## src/rtl/pe_pkg.sv

```systemverilog
// Shared definitions for the flexible systolic processing element:
// FSM states, dataflow mode encodings and accumulator range helpers.
package pe_pkg;

    typedef enum logic [2:0] {
        ST_IDLE,
        ST_OS_RUN,
        ST_OS_DRAIN,
        ST_WS_LOAD,
        ST_WS_RUN
    } pe_state_t;

    localparam logic MODE_OS = 1'b0;
    localparam logic MODE_WS = 1'b1;

    function automatic longint acc_max(input int width);
        return (longint'(1) <<< (width - 1)) - longint'(1);
    endfunction

    function automatic longint acc_min(input int width);
        return -(longint'(1) <<< (width - 1));
    endfunction

endpackage

```

## src/rtl/pe_mac_sat.sv

```systemverilog
// Combinational extend-multiply-add with optional clamp to the signed
// accumulator range; shared by the output- and weight-stationary paths.
module pe_mac_sat
    import pe_pkg::*;
#(
    parameter int OPND_BWIDTH = 8,
    parameter int ACC_BWIDTH  = 32,
    parameter bit SATURATE    = 1'b1
) (
    input  logic [OPND_BWIDTH-1:0] i_a,
    input  logic [OPND_BWIDTH-1:0] i_b,
    input  logic [ACC_BWIDTH-1:0]  i_acc,
    input  logic                   i_signed,
    output logic [ACC_BWIDTH-1:0]  o_sum,
    output logic                   o_sat
);
    // One guard bit beyond ACC+1 keeps the clamp direction right when
    // ACC_BWIDTH is only 2*OPND_BWIDTH and a near-max sum meets a big product.
    localparam int SW = ACC_BWIDTH + 2;
    localparam logic signed [SW-1:0] MAX_V = SW'(acc_max(ACC_BWIDTH));
    localparam logic signed [SW-1:0] MIN_V = SW'(acc_min(ACC_BWIDTH));

    logic signed [OPND_BWIDTH:0] w_a_x;
    logic signed [OPND_BWIDTH:0] w_b_x;
    logic signed [SW-1:0]        w_a_w;
    logic signed [SW-1:0]        w_b_w;
    logic signed [SW-1:0]        w_prod;
    logic signed [SW-1:0]        w_acc_w;
    logic signed [SW-1:0]        w_sum;

    assign w_a_x   = {i_signed & i_a[OPND_BWIDTH-1], i_a};
    assign w_b_x   = {i_signed & i_b[OPND_BWIDTH-1], i_b};
    assign w_a_w   = {{(SW-OPND_BWIDTH-1){w_a_x[OPND_BWIDTH]}}, w_a_x};
    assign w_b_w   = {{(SW-OPND_BWIDTH-1){w_b_x[OPND_BWIDTH]}}, w_b_x};
    assign w_prod  = w_a_w * w_b_w;
    assign w_acc_w = {{2{i_acc[ACC_BWIDTH-1]}}, i_acc};
    assign w_sum   = w_acc_w + w_prod;

    // NOTE: both outputs get a default first so no path leaves them unassigned (no latch).
    always_comb begin
        o_sum = w_sum[ACC_BWIDTH-1:0];
        o_sat = 1'b0;
        if (SATURATE) begin
            if (w_sum > MAX_V) begin
                o_sum = MAX_V[ACC_BWIDTH-1:0];
                o_sat = 1'b1;
            end else if (w_sum < MIN_V) begin
                o_sum = MIN_V[ACC_BWIDTH-1:0];
                o_sat = 1'b1;
            end
        end
    end

endmodule

```

## src/rtl/pe_flex.sv

```systemverilog
// Systolic-array cell supporting output-stationary and weight-stationary
// dataflows, with per-operand valids, signed/unsigned MAC and counted drain.
module pe_flex
    import pe_pkg::*;
#(
    parameter int OPND_BWIDTH = 8,
    parameter int ACC_BWIDTH  = 32,
    parameter bit SATURATE    = 1'b1,
    parameter int DRAIN_DEPTH = 3
) (
    input  logic                   CLK,
    input  logic                   RST,
    input  logic                   ROWE,
    input  logic                   COLE,
    input  logic                   START,
    input  logic                   MODE,
    input  logic                   SIGNED_MODE,
    input  logic                   LOAD_W,
    input  logic                   FLUSH,
    input  logic [OPND_BWIDTH-1:0] OPND1_in,
    input  logic                   OPND1_VLD_in,
    input  logic [OPND_BWIDTH-1:0] OPND2_in,
    input  logic                   OPND2_VLD_in,
    input  logic [ACC_BWIDTH-1:0]  ACC_in,
    input  logic                   ACC_VLD_in,
    output logic [OPND_BWIDTH-1:0] OPND1_out,
    output logic                   OPND1_VLD_out,
    output logic [OPND_BWIDTH-1:0] OPND2_out,
    output logic                   OPND2_VLD_out,
    output logic [ACC_BWIDTH-1:0]  ACC_out,
    output logic                   ACC_VLD_out,
    output logic                   SAT_FLAG,
    output logic                   BUSY
);
    localparam int CNT_W = (DRAIN_DEPTH > 0) ? $clog2(DRAIN_DEPTH + 1) : 1;

    pe_state_t              r_state;
    pe_state_t              w_state_next;
    logic                   r_signed;
    logic                   r_w_loaded;
    logic                   r_sat;
    logic [CNT_W-1:0]       r_drain_cnt;
    logic [ACC_BWIDTH-1:0]  r_acc_buf;
    logic [OPND_BWIDTH-1:0] r_w_buf;
    logic [OPND_BWIDTH-1:0] r_opnd1;
    logic                   r_opnd1_vld;
    logic [OPND_BWIDTH-1:0] r_opnd2;
    logic                   r_opnd2_vld;
    logic [ACC_BWIDTH-1:0]  r_acc_out;
    logic                   r_acc_vld;

    logic                   w_en;
    logic                   w_ws_run;
    logic                   w_os_mac;
    logic                   w_ws_mac;
    logic                   w_drain_last;
    logic [OPND_BWIDTH-1:0] w_mac_b;
    logic [ACC_BWIDTH-1:0]  w_mac_acc;
    logic [ACC_BWIDTH-1:0]  w_mac_sum;
    logic                   w_mac_sat;

    assign w_en         = ROWE & COLE;
    assign w_ws_run     = (r_state == ST_WS_RUN);
    assign w_os_mac     = OPND1_VLD_in & OPND2_VLD_in;
    assign w_ws_mac     = OPND1_VLD_in & ACC_VLD_in;
    assign w_drain_last = (r_drain_cnt == CNT_W'(DRAIN_DEPTH));
    assign w_mac_b      = w_ws_run ? r_w_buf : OPND2_in;
    assign w_mac_acc    = w_ws_run ? ACC_in  : r_acc_buf;

    pe_mac_sat #(
        .OPND_BWIDTH (OPND_BWIDTH),
        .ACC_BWIDTH  (ACC_BWIDTH),
        .SATURATE    (SATURATE)
    ) u_mac (
        .i_a      (OPND1_in),
        .i_b      (w_mac_b),
        .i_acc    (w_mac_acc),
        .i_signed (r_signed),
        .o_sum    (w_mac_sum),
        .o_sat    (w_mac_sat)
    );

    always_ff @(posedge CLK) begin
        if (RST)       r_state <= ST_IDLE;
        else if (w_en) r_state <= w_state_next;
    end

    always_comb begin
        w_state_next = r_state;
        case (r_state)
            ST_IDLE:     if (START) w_state_next = (MODE == MODE_WS) ? ST_WS_LOAD : ST_OS_RUN;
            ST_OS_RUN:   if (FLUSH) w_state_next = ST_OS_DRAIN;
            ST_OS_DRAIN: if (w_drain_last) w_state_next = ST_IDLE;
            ST_WS_LOAD: begin
                if (FLUSH)                     w_state_next = ST_IDLE;
                else if (!LOAD_W && r_w_loaded) w_state_next = ST_WS_RUN;
            end
            ST_WS_RUN:   if (FLUSH) w_state_next = ST_IDLE;
            default:     w_state_next = ST_IDLE;
        endcase
    end

    always_ff @(posedge CLK) begin
        if (RST) begin
            r_signed    <= 1'b0;
            r_w_loaded  <= 1'b0;
            r_sat       <= 1'b0;
            r_drain_cnt <= '0;
            r_acc_buf   <= '0;
            r_w_buf     <= '0;
            r_opnd1     <= '0;
            r_opnd1_vld <= 1'b0;
            r_opnd2     <= '0;
            r_opnd2_vld <= 1'b0;
            r_acc_out   <= '0;
            r_acc_vld   <= 1'b0;
        end else if (w_en) begin
            // NOTE: non-blocking defaults here are overridden by any later assignment in the case below.
            r_opnd1_vld <= 1'b0;
            r_opnd2_vld <= 1'b0;
            r_acc_vld   <= 1'b0;
            case (r_state)
                ST_IDLE: begin
                    if (START) begin
                        r_signed <= SIGNED_MODE;
                        r_sat    <= 1'b0;
                        if (MODE == MODE_OS) r_acc_buf  <= '0;
                        else                 r_w_loaded <= 1'b0;
                    end
                end
                ST_OS_RUN: begin
                    r_opnd1     <= OPND1_in;
                    r_opnd1_vld <= OPND1_VLD_in;
                    r_opnd2     <= OPND2_in;
                    r_opnd2_vld <= OPND2_VLD_in;
                    if (w_os_mac) begin
                        r_acc_buf <= w_mac_sum;
                        if (w_mac_sat) r_sat <= 1'b1;
                    end
                    // Drain word 0 is loaded here so it includes a MAC landing with FLUSH.
                    if (FLUSH) begin
                        r_acc_out <= w_os_mac ? w_mac_sum : r_acc_buf;
                        r_acc_vld <= 1'b1;
                    end
                end
                ST_OS_DRAIN: begin
                    if (w_drain_last) begin
                        r_drain_cnt <= '0;
                    end else begin
                        r_acc_out   <= ACC_in;
                        r_acc_vld   <= ACC_VLD_in;
                        r_drain_cnt <= r_drain_cnt + CNT_W'(1);
                    end
                end
                ST_WS_LOAD: begin
                    if (!FLUSH && LOAD_W) begin
                        r_w_buf     <= OPND2_in;
                        r_opnd2     <= r_w_buf;
                        r_opnd2_vld <= 1'b1;
                        r_w_loaded  <= 1'b1;
                    end
                end
                ST_WS_RUN: begin
                    r_opnd1     <= OPND1_in;
                    r_opnd1_vld <= OPND1_VLD_in;
                    if (w_ws_mac) begin
                        r_acc_out <= w_mac_sum;
                        r_acc_vld <= 1'b1;
                        if (w_mac_sat) r_sat <= 1'b1;
                    end
                end
                default: ;
            endcase
        end
    end

    assign OPND1_out     = r_opnd1;
    assign OPND1_VLD_out = r_opnd1_vld;
    assign OPND2_out     = r_opnd2;
    assign OPND2_VLD_out = r_opnd2_vld;
    assign ACC_out       = r_acc_out;
    assign ACC_VLD_out   = r_acc_vld;
    assign SAT_FLAG      = r_sat;
    assign BUSY          = (r_state != ST_IDLE);

endmodule

```

## config.mk

```make
export PLATFORM = sky130hd
export DESIGN_NAME = pe_flex
export DESIGN_NICKNAME = d
export VERILOG_FILES = /design/src/rtl/pe_pkg.sv /design/src/rtl/pe_mac_sat.sv /design/src/rtl/pe_flex.sv
export SDC_FILE = /design/constraint.sdc
export NUM_CORES = 1
export LEC_CHECK = 0
export CORE_ASPECT_RATIO = 1.2
export CORE_MARGIN = 2
export CORE_UTILIZATION = 35
export CTS_CLUSTER_DIAMETER = 50
export CTS_CLUSTER_SIZE = 24
export DETAILED_ROUTE_END_ITERATION = 10
export PLACE_DENSITY = 0.62
export RECOVER_POWER = 50
export SYNTH_ARGS = -nofsm -noshare
export SYNTH_HDL_FRONTEND = slang
export SYNTH_SLANG_ARGS = --single-unit
```

## constraint.sdc

```tcl
create_clock -name CLK -period 21.4 [get_ports CLK]
set_input_delay 5.35 -clock CLK [delete_from_list [all_inputs] [get_ports CLK]]
set_output_delay 5.35 -clock CLK [all_outputs]
set_load 0.005 [all_outputs]
```

After elaboration in Yosys (flattened, before gate mapping)
Cells that the tools add are included.
{ "totals": {"output_inout_bits": 53, "regBits": 99} }
{ "op_classes": {"n_eq_ne": 16, "muxes": 41, "mul": 1, "bitwise_logic": 5, "n_reduce_logical": 22, "n_lt_le_gt_ge": 2, "n_addsub": 2} }
{ "op_table": {"columns": ["cell", "count"], "rows": [
  ["two-way mux 32 bit", 9],
  ["case mux 32 bit (3 select lines)", 1],
  ["case mux 32 bit (2 select lines)", 1],
  ["> comparator 34 x 32 -> 1 bit (second input constant)", 1],
  ["less-than comparator 34 x 32 -> 1 bit (second input constant)", 1],
  ["adder 32 x 18 -> 33 bit", 1],
  ["multiplier 9 x 9 -> 18 bit", 1],
  ["two-way mux 3 bit", 6],
  ["inequality test 2 bit (second input constant)", 9],
  ["two-way mux 8 bit", 2],
  ["case mux 8 bit (2 select lines)", 1],
  ["case mux 3 bit (5 select lines)", 1],
  ["AND reduction 5 bit", 3],
  ["two-way mux 1 bit", 14],
  ["AND reduction 3 bit", 3],
  ["nonzero test 3 bit", 3],
  ["equality test 3 x 2 -> 1 bit (second input constant)", 2],
  ["case mux 1 bit (3 select lines)", 2],
  ["AND reduction 6 bit", 1],
  ["nonzero test 2 bit", 3],
  ["AND 1 bit", 5],
  ["two-way mux 2 bit", 2],
  ["case mux 1 bit (2 select lines)", 2],
  ["AND reduction 2 bit", 2],
  ["11 further kinds", 13]
]} }

Depth between registers and ports, before layout
{ "depth": {"depth_word": 11, "depth_mapped": 33} }

By module
A second synthesis with hierarchy kept.
{ "unflattened": {"cells_unflattened": 1289, "hier_area_um2": 11402.2} }
{ "modules_own_cells": {"columns": ["mod", "seq_area_each_um2", "cells_per_inst", "area_per_inst_um2", "n_inst"], "rows": [
  ["pe_mac_sat", 0.0, 717, 6234.7, 1],
  ["pe_flex", 1981.9, 572, 5167.5, 1]
]} }

Worst setup path before layout
OpenSTA, ideal clock, no wires.
{ "synth_path": {"path_kind": "input-to-reg", "start": "in OPND2_in[7]", "end": "reg r_acc_out[4] (netlist: ACC_out[4])", "setup_time_ns": 0.132, "arrival_time_ns": 12.173, "cell_stages": 26, "t_required_ns": 21.268, "setup_slack_ns": 9.094, "cell_sequence": "mux2i_1 > nand2b_1 > clkbuf_1 > inv_1 > ha_1 > inv_1 > fa_1 > fa_1 > inv_1 > fa_1 > inv_1 > fa_1 > inv_1 > ha_1 > clkbuf_1 > nand2_1 > o21a_1 > o31ai_1 > a21oi_1 > a2111oi_1 > o21ai_2 > and2_0 > clkbuf_1 > maj3_1 > a222oi_1 > a21oi_1"} }
{ "synth_between": {"elab_chain_len": 10, "elab_cells_between_ends": 12, "classes_between": "add/sub: 1; mul: 1; order compare: 2; mux: 7; bitwise: 1"} }
{ "synth_lines": {"columns": ["element", "line", "source"], "rows": [
  ["start, declared", "pe_flex.sv:22", "input logic [OPND_BWIDTH-1:0] OPND2_in,"],
  ["two-way mux 8 bit *", "pe_flex.sv:67", "assign w_mac_b = w_ws_run ? r_w_buf : OPND2_in;"],
  ["AND 1 bit", "pe_mac_sat.sv:32", "assign w_b_x = {i_signed & i_b[OPND_BWIDTH-1], i_b};"],
  ["multiplier 9 x 9 -> 18 bit *", "pe_mac_sat.sv:35", "assign w_prod = w_a_w * w_b_w;"],
  ["adder 32 x 18 -> 33 bit *", "pe_mac_sat.sv:37", "assign w_sum = w_acc_w + w_prod;"],
  ["less-than comparator 34 x 32 -> 1 bit", "pe_mac_sat.sv:47", "end else if (w_sum < MIN_V) begin"],
  ["two-way mux 32 bit", "pe_mac_sat.sv:47", null],
  ["two-way mux 32 bit *", "pe_mac_sat.sv:44", "if (w_sum > MAX_V) begin"],
  ["two-way mux 32 bit", null, null],
  ["two-way mux 32 bit", "pe_flex.sv:141", "if (FLUSH) begin"],
  ["case mux 32 bit (3 select lines) *", "pe_flex.sv:122", "case (r_state)"],
  ["end signal, assigned", "pe_flex.sv:142", "r_acc_out <= w_os_mac ? w_mac_sum : r_acc_buf;"],
  ["end signal, assigned", "pe_flex.sv:150", "r_acc_out <= ACC_in;"],
  ["end signal, assigned", "pe_flex.sv:167", "r_acc_out <= w_mac_sum;"],
  ["end, declared", "pe_flex.sv:49", "logic [ACC_BWIDTH-1:0] r_acc_out;"]
]} }
Every way passes the cells marked *; elsewhere a longest branch is shown, timed or not. The select of a mux whose other input is x is not followed.
A chain may end at the register's enable or synchronous reset.

Worst setup path in the final report
{ "layout_path": {"start": "in OPND1_in[7]", "end": "reg r_acc_out[2] (netlist: ACC_out[2])"} }
{ "layout_between": {"elab_chain_len": 9, "elab_cells_between_ends": 11, "classes_between": "add/sub: 1; mul: 1; order compare: 2; mux: 6; bitwise: 1"} }
{ "layout_lines": {"columns": ["element", "line", "source"], "rows": [
  ["start, declared", "pe_flex.sv:20", "input logic [OPND_BWIDTH-1:0] OPND1_in,"],
  ["AND 1 bit", "pe_mac_sat.sv:31", "assign w_a_x = {i_signed & i_a[OPND_BWIDTH-1], i_a};"],
  ["multiplier 9 x 9 -> 18 bit *", "pe_mac_sat.sv:35", null],
  ["adder 32 x 18 -> 33 bit *", "pe_mac_sat.sv:37", null],
  ["less-than comparator 34 x 32 -> 1 bit", "pe_mac_sat.sv:47", null],
  ["two-way mux 32 bit", "pe_mac_sat.sv:47", null],
  ["two-way mux 32 bit *", "pe_mac_sat.sv:44", null],
  ["two-way mux 32 bit", null, null],
  ["two-way mux 32 bit", "pe_flex.sv:141", null],
  ["case mux 32 bit (3 select lines) *", "pe_flex.sv:122", null]
]} }
Marked as above.

==> metrics.md <==
| Metric | Value |
|---|---|
| CP Max Fanout | 22 |
| # setup viols final | 0 |
| Area leader, netlist | fa_1 |
| Initial antenna violation count | 2 |
| Final WS setup | 7.38 ns |
| Slew @ Worst Pin | 1.67 ns |
| Final hold slack | 0.470 ns |
| Post-DRT Antenna Nets | 0 |
| Largest net degree at the start of global routing | 55 |
| Violated checks | max-capacitance violations, max-slew violations |
| Syn Nets | 1567 |
| Max-cap viol count | 1 |
| # fillers | 3012 |
| Clock Latency Late Sink | 0.36 ns |
| Yosys Warn Count | 0 |
| Die area | 31500 µm² |
| Share of cells above drive strength 1 | 3.41% |
| Initial DRC count | 677 |
| DIE WIDTH | 162 µm |
| Compound-Gate Fraction of Synth Area | 18.0% |
| Row count | 69 |
| Post-synthesis cell count | 1312 |
| Number of synthesized flops with an enable pin | 0 |
| XOR/XNOR share of the synthesized area | 2.16% |
| Fin Setup TNS | 0 ns |
| Via count | 9284 |
| Setup WS pre-CTS | 7.00 ns |
| Final WL | 32.3 mm |
| Routability Congestion | 0.946 |
| Synth Cell Area | 10500 µm² |
| CTS Hold Buffers Added | 0 |
| Post-CTS repair timing setup buffer count | 0 |
| Pwr Total | 0.714 mW |
| CTS tree | done |
| Syn-to-layout area delta | 16.2% |
| Worst hold path class | register to register |
| Critical Path RT | 21.69 ns |
| TritonCTS Buffers | 9 |
| Worst setup EP type | register |
| Fmax | 71.3 MHz |
| First-pass GRT wire length | 52.6 mm |
| Total grt overflow | 0 |
| Minimum clock period | 14.02 ns |
| Final hold violations | 0 |
| Clk slew on worst S/H paths | 0.08 ns |
| Leakage | 5.63 nW |
| PwrDens | 58.3 nW/µm² |
| Die Ht | 194 µm |
| Final setup skew | 0.00944 ns |
| Number of global-route vias before repair | 9607 |
| GR Util All Layers | 21.1% |
| Largest family of logic cells by synthesized area | adder cells |
| RSZ-0062 raised after global routing | no |
| HPWL Detailed | 25.1 mm |
| Tcrit/Tclk final | 65.5% |
| H-tree lvl count | 3 |
| Status | finished with violations |
| PostCTS Resize Cnt | 0 |
| Largest cells by area after synthesis | fa_1, dfxtp_1, ha_1, nand2_1, inv_1 |
| Cell variety after synth | 72 |
| Ant diodes | 0 |
| Clk sinks | 99 |
| WS Path Type | input pin to register |
| CTS root buf | clkbuf_16 |
| Peak VDD IR | 38.0 µV |
| Critical path launch point type | input pin |
| DR WL/cell | 18.2 µm |
| Top cell type's share of synthesized area | 22.0% |
| # nets final | 1631 |
| Routed vias/inst | 5.25 |
| Main synth FF type | dfxtp_1 |
| Fin util | 41.4% |
| Adder-Cell Fraction of Synth Area | 32.0% |
| Synth Register Bits | 99 |
| Ys async rst share | 0% |
| CORE AREA | 29600 µm² |
| Avg Cell Area, Syn | 8.03 µm² |
| CTS Buffer Depth | 2 |
| I/O pins | 113 |
| Pre-Repair DR Iteration Count | 8 |
| Worst EP arrival | 14.31 ns |
| Simple-Gate Fraction of Synth Area | 17.2% |
| Max-slew violations | 17 |
| Multi-input logic area | 7570 µm² |
| Mux cell area share after synthesis | 2.10% |
| Sequential area share after synthesis | 18.8% |
| Input/output buffers | 112 |
| DR DRC count | 0 |
| Relative slew slack | -11.9% |
| Initial core utilization | 35.6% |
| Reg area | 1980 µm² |
## logic make-up (layout without fill, tap and decap cells)
| kind of cell | Yosys count | after routing |
|---|---|---|
| compound gates | 289 | 289 |
| xor+xnor | 26 | 26 |
| fa+ha+maj | 201 | 201 |
| buf+inv | 264 | 332 |
| flops | 99 | 99 |
| mux | 22 | 22 |
| simple gates | 411 | 411 |
## worst max-delay path: stages
cell	delay, ns
clkdlybuf4s50_1	0.72
nand2_1	0.24
nor2b_1	0.32
fa_1	0.62
inv_1	0.14
fa_1	0.56
fa_1	0.86
inv_1	0.46
fa_1	0.65
inv_1	0.06
fa_1	0.53
inv_1	0.04
ha_1	0.41
nand2_1	0.18
o31ai_1	0.29
a21oi_1	0.14
a2111oi_1	0.52
or3_1	0.34
nand2_1	0.17
nor2_2	0.82
a21boi_1	0.57
a21oi_1	0.29
## synth_stat cells (4+ instances only)
cell / n
xor2_1: 12
nor2_1: 77
nand3_1: 26
or3_1: 4
buf_2: 7
o21ai_0: 67
mux2i_1: 21
xnor2_1: 14
nor3_1: 6
and3_1: 5
o211ai_1: 5
a211oi_1: 5
o21bai_1: 4
a31oi_1: 15
o21ai_1: 9
buf_1: 10
fa_1: 116
a21oi_1: 82
inv_1: 195
nand2b_1: 11
a22o_1: 7
ha_1: 79
clkbuf_1: 48
a222oi_1: 15
a21o_1: 10
nor2b_1: 19
a22oi_1: 21
a311oi_1: 14
o21a_1: 5
and2_1: 18
dfxtp_1: 99
nand4_1: 4
nand2_1: 222
maj3_1: 5
or4_1: 4
## where the power goes
| group | switching (mW) | internal [mW] | total [mW] | leakage [nW] |
|---|---|---|---|---|
| registers | 0.00264 | 0.187 | 0.190 | 0.799 |
| logic | 0.216 | 0.137 | 0.354 | 4.69 |
| clock network | 0.0791 | 0.0911 | 0.170 | 0.139 |
| total | 0.298 | 0.415 | 0.714 | 5.63 |
## layout by cell type (no fill, tap or decap), drive strengths merged, types with 10 or more instances in the layout
master / synthesis / routed
nand2b: 11 / 11
and2: 20 / 20
a21o: 10 / 10
a22oi: 21 / 21
ha: 79 / 79
a311oi: 14 / 14
fa: 116 / 116
a21oi: 84 / 84
mux2i: 21 / 21
dlygate4sd3: 0 / 53
nand2: 222 / 222
nor2: 78 / 78
a222oi: 15 / 15
dfxtp: 99 / 99
inv: 195 / 196
xnor2: 14 / 14
nor2b: 19 / 19
a31oi: 15 / 15
xor2: 12 / 12
nand3: 27 / 27
buf: 20 / 10
clkdlybuf4s50: 0 / 58
o21ai: 77 / 77
clkbuf: 49 / 11
## through the flow
step | std cells | area, µm²
6_report | 1770 | 12200
5_1_grt | 1770 | 12200
4_1_cts | 1770 | 12300
3_5_place_dp | 1755 | 12000
3_3_place_gp | 1755 | 12000
2_1_floorplan | 1312 | 10500
## sequential cells by signal, summed over array words and instances (netlist names)
register and count:
ACC_out 32, r_acc_buf 32, OPND1_out 8, OPND2_out 8, r_w_buf 8, r_state 3
r_drain_cnt 2, ACC_VLD_out 1, OPND1_VLD_out 1, OPND2_VLD_out 1, SAT_FLAG 1, r_signed 1
r_w_loaded 1
## area by class of cell
class	count	area share, %
clock buffer	10	1.87
inverter	195	5.98
timing repair buffer	122	9.69
sequential	99	16.2
clock inverter	5	0.521
tap	390	3.98
multi-input combinational	949	61.8
## path summary, 6_finish.rpt
path	from	to	slack, ns	depth (start not counted)
worst max register to register	r_state[2]	ACC_out[2]	11.42	25
worst max-delay path	OPND1_in[7]	ACC_out[2]	7.38	22
worst min register to register	r_acc_buf[12]	r_acc_buf[12]	0.47	2
worst min-delay path	r_acc_buf[12]	r_acc_buf[12]	0.47	2
## metal layers
layer	share of wire (%)	vias to the layer above	global-route usage (%)
met5	0.084	-	0
met4	2.1	4	5.70
met3	5.5	46	3.53
met2	50	265	36.8
met1	42	4488	26.8
li1	-	4481	-
Note: power is estimated with default switching activity, not from simulation.
